===== src/rtl/core_pkg.sv =====
// ---------------------------------------------------------------------------
// core_pkg
// Shared definitions for the writeback path.
//   src_e   : identifies a result producer (ALU, load unit, long-latency unit)
//   REG_AW  : architectural register address width
//   XLEN    : default datapath width
// ---------------------------------------------------------------------------
package core_pkg;

  typedef enum logic [1:0] {
    SRC_ALU  = 2'd0,
    SRC_LOAD = 2'd1,
    SRC_LONG = 2'd2
  } src_e;

  localparam int REG_AW = 5;
  localparam int XLEN   = 32;

endpackage


===== src/rtl/wb_scoreboard.sv =====
// ---------------------------------------------------------------------------
// wb_scoreboard
// One pending-write bit per architectural register. Register 0 never has a
// pending write.
//   clk, rst             : clock, synchronous active-high reset
//   set_valid, set_rd    : an issued instruction will write set_rd
//   clr_valid, clr_rd    : a writeback to clr_rd commits this cycle
//   q0_rd..q2_rd         : query addresses
//   q0_busy..q2_busy     : combinational pending status of each query
// ---------------------------------------------------------------------------
module wb_scoreboard
  import core_pkg::*;
#(
  parameter int NREG = 32
) (
  input  logic       clk,
  input  logic       rst,
  input  logic       set_valid,
  input  logic [4:0] set_rd,
  input  logic       clr_valid,
  input  logic [4:0] clr_rd,
  input  logic [4:0] q0_rd,
  input  logic [4:0] q1_rd,
  input  logic [4:0] q2_rd,
  output logic       q0_busy,
  output logic       q1_busy,
  output logic       q2_busy
);

  logic [NREG-1:0] pending_q;
  logic [NREG-1:0] pending_d;

  // Clear is applied before set so that an issue to the same register in the
  // cycle its previous write commits leaves the bit set.
  always_comb begin
    pending_d = pending_q;
    if (clr_valid) pending_d[clr_rd] = 1'b0;
    if (set_valid) pending_d[set_rd] = 1'b1;
    pending_d[0] = 1'b0;
  end

  always_ff @(posedge clk) begin
    if (rst) pending_q <= '0;
    else     pending_q <= pending_d;
  end

  assign q0_busy = (q0_rd != 5'd0) && pending_q[q0_rd];
  assign q1_busy = (q1_rd != 5'd0) && pending_q[q1_rd];
  assign q2_busy = (q2_rd != 5'd0) && pending_q[q2_rd];

endmodule


===== src/rtl/wb_arbiter.sv =====
// ---------------------------------------------------------------------------
// wb_arbiter
// Merges ALU, load-unit and long-latency-unit results onto the single
// register-file write port and tracks in-flight destination registers.
//   clk, rst                          : clock, synchronous active-high reset
//   alu_valid/alu_rd/alu_data         : ALU result, always accepted
//   ld_valid/ld_ready/ld_rd/ld_data   : load-unit result handshake
//   lg_valid/lg_ready/lg_rd/lg_data   : long-latency-unit result handshake
//   issue_valid/issue_rd              : issued instruction destination
//   rs1, rs2                          : issue-stage source operands
//   rs1_busy/rs2_busy/issue_rd_busy   : pending-write status (combinational)
//   wb_rd/rddata/we                   : registered register-file write port
// ---------------------------------------------------------------------------
module wb_arbiter #(
  parameter int XLEN = 32,
  parameter int NREG = 32
) (
  input  logic            clk,
  input  logic            rst,
  input  logic            alu_valid,
  input  logic [4:0]      alu_rd,
  input  logic [XLEN-1:0] alu_data,
  input  logic            ld_valid,
  output logic            ld_ready,
  input  logic [4:0]      ld_rd,
  input  logic [XLEN-1:0] ld_data,
  input  logic            lg_valid,
  output logic            lg_ready,
  input  logic [4:0]      lg_rd,
  input  logic [XLEN-1:0] lg_data,
  input  logic            issue_valid,
  input  logic [4:0]      issue_rd,
  input  logic [4:0]      rs1,
  input  logic [4:0]      rs2,
  output logic            rs1_busy,
  output logic            rs2_busy,
  output logic            issue_rd_busy,
  output logic [4:0]      wb_rd,
  output logic [XLEN-1:0] rddata,
  output logic            we
);

  import core_pkg::*;

  src_e            rr_q, rr_d;
  logic            we_q, we_d;
  logic [4:0]      wb_rd_q, wb_rd_d;
  logic [XLEN-1:0] rddata_q, rddata_d;
  logic            ld_fire, lg_fire;

  // A ready never looks at its own valid; the contender's valid and the
  // round-robin pointer decide who gets the port when the ALU is idle.
  assign ld_ready = !rst && !alu_valid && (!lg_valid || rr_q == SRC_LOAD);
  assign lg_ready = !rst && !alu_valid && (!ld_valid || rr_q == SRC_LONG);
  assign ld_fire  = ld_valid && ld_ready;
  assign lg_fire  = lg_valid && lg_ready;

  always_comb begin
    rr_d     = rr_q;
    we_d     = 1'b0;
    wb_rd_d  = wb_rd_q;
    rddata_d = rddata_q;
    if (alu_valid) begin
      we_d     = (alu_rd != 5'd0);
      wb_rd_d  = alu_rd;
      rddata_d = alu_data;
    end else if (ld_fire) begin
      we_d     = (ld_rd != 5'd0);
      wb_rd_d  = ld_rd;
      rddata_d = ld_data;
      rr_d     = SRC_LONG;
    end else if (lg_fire) begin
      we_d     = (lg_rd != 5'd0);
      wb_rd_d  = lg_rd;
      rddata_d = lg_data;
      rr_d     = SRC_LOAD;
    end
  end

  // Writeback stage: the granted result is presented to the register file
  // one cycle after acceptance.
  always_ff @(posedge clk) begin
    if (rst) begin
      rr_q     <= SRC_LOAD;
      we_q     <= 1'b0;
      wb_rd_q  <= 5'd0;
      rddata_q <= '0;
    end else begin
      rr_q     <= rr_d;
      we_q     <= we_d;
      wb_rd_q  <= wb_rd_d;
      rddata_q <= rddata_d;
    end
  end

  assign we     = we_q;
  assign wb_rd  = wb_rd_q;
  assign rddata = rddata_q;

  // The pending bit is cleared on the same edge the register file writes,
  // so busy drops exactly when the new value becomes readable.
  wb_scoreboard #(
    .NREG (NREG)
  ) u_scoreboard (
    .clk       (clk),
    .rst       (rst),
    .set_valid (issue_valid && issue_rd != 5'd0),
    .set_rd    (issue_rd),
    .clr_valid (we_q),
    .clr_rd    (wb_rd_q),
    .q0_rd     (rs1),
    .q1_rd     (rs2),
    .q2_rd     (issue_rd),
    .q0_busy   (rs1_busy),
    .q1_busy   (rs2_busy),
    .q2_busy   (issue_rd_busy)
  );

  // Issue must stall on a pending destination; WAW ordering relies on it.
  always_ff @(posedge clk) begin
    if (!rst && issue_valid) begin
      assert (!issue_rd_busy)
        else $error("wb_arbiter: issue to rd %0d while a write is pending", issue_rd);
    end
  end

endmodule

===== config.mk =====
export PLATFORM = sky130hd
export DESIGN_NAME = wb_arbiter
export DESIGN_NICKNAME = d
export VERILOG_FILES = /design/src/rtl/core_pkg.sv /design/src/rtl/wb_scoreboard.sv /design/src/rtl/wb_arbiter.sv
export SDC_FILE = /design/constraint.sdc
export NUM_CORES = 1
export LEC_CHECK = 0
export BUFFER_PORTS_ARGS = -buffer_cell sky130_fd_sc_hd__buf_4
export CAP_MARGIN = 5
export CORE_MARGIN = 1.5
export CORE_UTILIZATION = 52
export DETAILED_ROUTE_END_ITERATION = 8
export GPL_TIMING_DRIVEN = 0
export MAX_ROUTING_LAYER = met4
export PLACE_DENSITY = 0.87
export SYNTH_ARGS = -nofsm -noshare
export SYNTH_HDL_FRONTEND = slang
export SYNTH_SLANG_ARGS = --single-unit

===== constraint.sdc =====
create_clock -name clk -period 5.3 [get_ports clk]
set_clock_uncertainty 0.15 [all_clocks]
set_input_delay 0.795 -clock clk [delete_from_list [all_inputs] [get_ports clk]]
set_output_delay 0.795 -clock clk [all_outputs]
set_load 0.05 [all_outputs]

==> qor.json <==
{
  "outcome": {"value": "complete, no violations"},
  "synthesis.area": {"value": 4010, "unit": "um^2"},
  "layout_min_cycle_time": {"value": 3.37, "unit": "ns"},
  "hp-start": {"value": "rddata[4]"},
  "timing.critical_path.fanout_max": {"value": 10},
  "total_power": {"value": 1.31, "unit": "mW"},
  "final_nets": {"value": 737},
  "dieArea": {"value": 8250, "unit": "um^2"},
  "dpl_hpwl": {"value": 10700, "unit": "um"},
  "p_leak": {"value": 2.47, "unit": "nW"},
  "antennaDiodeCount": {"value": 0},
  "first_pass_grt_wire_length": {"value": 21500, "unit": "um"},
  "worst_hold_path.endpoint": {"value": "rddata[4]"},
  "tritoncts": {"value": "done"},
  "layout.cells.most_common": {"value": "sky130_fd_sc_hd__buf_4"},
  "totalNegativeSetupSlack": {"value": 0, "unit": "ns"},
  "critical_path.max_stage_delay": {"value": 0.39, "unit": "ns"},
  "clk_path_buf_depth": {"value": 2},
  "critical_path_data_arrival_time": {"value": 2.43, "unit": "ns"},
  "post_synth_main_area_contributors": {"value": "sky130_fd_sc_hd__dfxtp_1 35%, sky130_fd_sc_hd__mux2i_1 10%, sky130_fd_sc_hd__mux4_2 8.4%"},
  "post-route-drc-count": {"value": 0},
  "postCtsHoldBufs": {"value": 0},
  "worstSetupEndpointType": {"value": "output port"},
  "grt_usage": {"value": 34.2, "unit": "%"},
  "r2r_start": {"value": "rr_q[0]"},
  "power_per_cell_area": {"value": 235, "unit": "nW/um^2"},
  "max_slew.worst_pin.slew": {"value": 1.13, "unit": "ns"},
  "timing.final.crit_share": {"value": 63.6, "unit": "%"},
  "synth_top_flop_cell": {"value": "sky130_fd_sc_hd__dfxtp_1"},
  "cp_slowest_cell": {"value": "sky130_fd_sc_hd__clkbuf_1"},
  "path_cells": {"value": "buf_2 -> nor2_1 -> clkbuf_1 -> buf_2 -> a21boi_0 -> buf_4"},
  "clk_pin_slew_worst_paths": {"value": 0.07, "unit": "ns"},
  "slew_viol_final": {"value": 0},
  "synth.yosys.seq_area_share": {"value": 35.4, "unit": "%"},
  "root_buffer": {"value": "sky130_fd_sc_hd__clkbuf_8"},
  "grt_pass1_vias": {"value": 4313},
  "yosys_reg_bits": {"value": 71},
  "vdd_drop_max": {"value": 0.159, "unit": "mV"},
  "critPathKind": {"value": "primary input to output port"},
  "coreArea": {"value": 7370, "unit": "um^2"},
  "ys_types": {"value": 46},
  "dieHeight": {"value": 90.8, "unit": "um"},
  "synth_top_cell_by_area": {"value": "sky130_fd_sc_hd__dfxtp_1"},
  "worstPathRequired": {"value": 4.36, "unit": "ns"},
  "cts_num_sinks": {"value": 71},
  "ff2ff_setup_slack": {"value": 3.32, "unit": "ns"},
  "syn-instance-count": {"value": 425},
  "register_to_register_path_depth": {"value": 6},
  "max_freq": {"value": 297, "unit": "MHz"},
  "finalHoldViolCount": {"value": 0},
  "synthesis.area_per_instance": {"value": 9.44, "unit": "um^2"},
  "mostFrequentLayoutCells": {"value": "171 x sky130_fd_sc_hd__buf_4, 71 x sky130_fd_sc_hd__dfxtp_1, 51 x sky130_fd_sc_hd__o21ai_0"},
  "timing.critical_path.from_type": {"value": "primary input"},
  "gpl_congestion": {"value": 0.920},
  "initial_utilization": {"value": 54.4, "unit": "%"},
  "cts-buffers-inserted": {"value": 9},
  "most_repeated_library_cell_on_the_critical_path": {"value": "sky130_fd_sc_hd__buf_2"},
  "maxCapViolations": {"value": 0},
  "hold_ws": {"value": 0.350, "unit": "ns"},
  "post-cts-setup-buffers": {"value": 0},
  "number_of_vias_after_detailed_routing": {"value": 4500},
  "cts_max_level": {"value": 3},
  "synth-edff-count": {"value": 0},
  "synth_to_layout_area_growth": {"value": 38.6, "unit": "%"},
  "grt_setup_unrepaired": {"value": "false"},
  "grt_antenna_before_repair": {"value": 0},
  "drive_gt1_share": {"value": 36.0, "unit": "%"},
  "postCtsResizedCells": {"value": 0},
  "wl_per_cell": {"value": 19.4, "unit": "um"},
  "io_pins": {"value": 175},
  "timing.hold.worst.class": {"value": "flip-flop to flip-flop"},
  "timing.slew.headroom": {"value": 24.2, "unit": "%"},
  "buffers_added_on_ports": {"value": 169},
  "drt_antenna_net_count": {"value": 0},
  "finalWirelength": {"value": 13800, "unit": "um"},
  "detail_route.iter0.violations": {"value": 338},
  "detailedRoute.firstPassIterationCount": {"value": 6},
  "yosysWarnings": {"value": 0},
  "synth_top_cell_area_share": {"value": 35.4, "unit": "%"},
  "whs_path_depth": {"value": 2},
  "floorplan.die.width": {"value": 90.8, "unit": "um"},
  "synth_async_sr_flop_share": {"value": 0, "unit": "%"},
  "total_global_routing_overflow": {"value": 0},
  "core.rowCount": {"value": 31},
  "worst_flop_to_flop_path_endpoint": {"value": "rddata[30]"},
  "route.detailed.vias_per_inst": {"value": 6.36},
  "finalSetupViolCount": {"value": 0},
  "pin_count_of_the_biggest_net_entering_global_routing": {"value": 12},
  "source_to_sink_clock_delay_at_the_later_pin_of_the_worst_skew_pair": {"value": 0.35, "unit": "ns"},
  "syn_nets": {"value": 557}
}
-- power by group --
group	internal (mW)	total, mW	switching (mW)
logic	0.149	0.365	0.216
registers	0.562	0.581	0.0194
clock network	0.166	0.360	0.194
-- synthesized netlist by cell type, drive strengths merged (3+ instances only) --
cell type	instances
dfxtp	71
o21ai	71
mux2i	42
nand2	38
a32oi	37
a21oi	34
mux4	20
clkbuf	19
buf	16
nor3b	8
nor2	7
nand3b	5
a22oi	4
inv	4
mux2	4
nor2b	4
and3	3
and3b	3
nor3	3
or3	3
or3b	3
-- area by class of cell --
cell class	instances	area [um^2]
Inverter	4	15.0
Sequential cell	71	1420
Tap cell	99	124
Timing Repair Buffer	169	1270
Buffer	35	168
Clock inverter	4	23.8
Multi-Input combinational cell	315	2410
Fill cell	529	1810
Clock buffer	11	131
-- flip-flops by register name (all words and copies together) (netlist names) --
name	flops
wb_rd	5
u_scoreboard.pending_q	31
we	1
rddata	32
rr_q	2
-- metal layers --
| metal | routed length (um) | vias up | GRT usage [%] | share of wire, % |
|---|---|---|---|---|
| met5 | 0 | - | - | 0 |
| met4 | 762 | 0 | 19.1 | 5.5 |
| met3 | 1340 | 69 | 8.59 | 9.7 |
| met2 | 6670 | 290 | 54.8 | 48 |
| met1 | 4980 | 2120 | 38.9 | 36 |
| li1 | - | 2021 | - | - |
-- critical path, delay by kind of cell --
| kind | cells | cell delay [ns] |
|---|---|---|
| simple gates | 1 | 0.30 |
| buf+inv | 4 | 1.10 |
| compound gates | 1 | 0.22 |
-- worst max-delay path by stage --
stage	start	end	cells after the start	slack, ns
4_1_cts	rst	lg_ready	6	1.94
2_1_floorplan	rst	ld_ready	5	1.56
3_3_place_gp	rst	ld_ready	6	2.00
3_5_place_dp	rst	lg_ready	6	1.93
6_report	rst	lg_ready	6	1.93
5_1_grt	rst	lg_ready	6	1.77
-- logic make-up after synthesis --
family          count (synthesis)  synth area share [%]
buf+inv                        39                  4.56
flops                          71                  35.4
compound gates                161                  25.0
mux                            66                  23.3
simple gates                   88                  11.7
-- metrics by stage --
step	utilization (%)	worst slack (ns)	std cells	area, um^2
after floorplan	-	1.56	425	4010
after global placement	73.3	2.00	693	5400
after detailed placement	73.3	1.93	693	5400
after CTS	75.4	1.94	708	5560
after global routing	75.4	1.77	708	5560
final	75.4	1.93	708	5560
(Power assumes the default switching activity.)
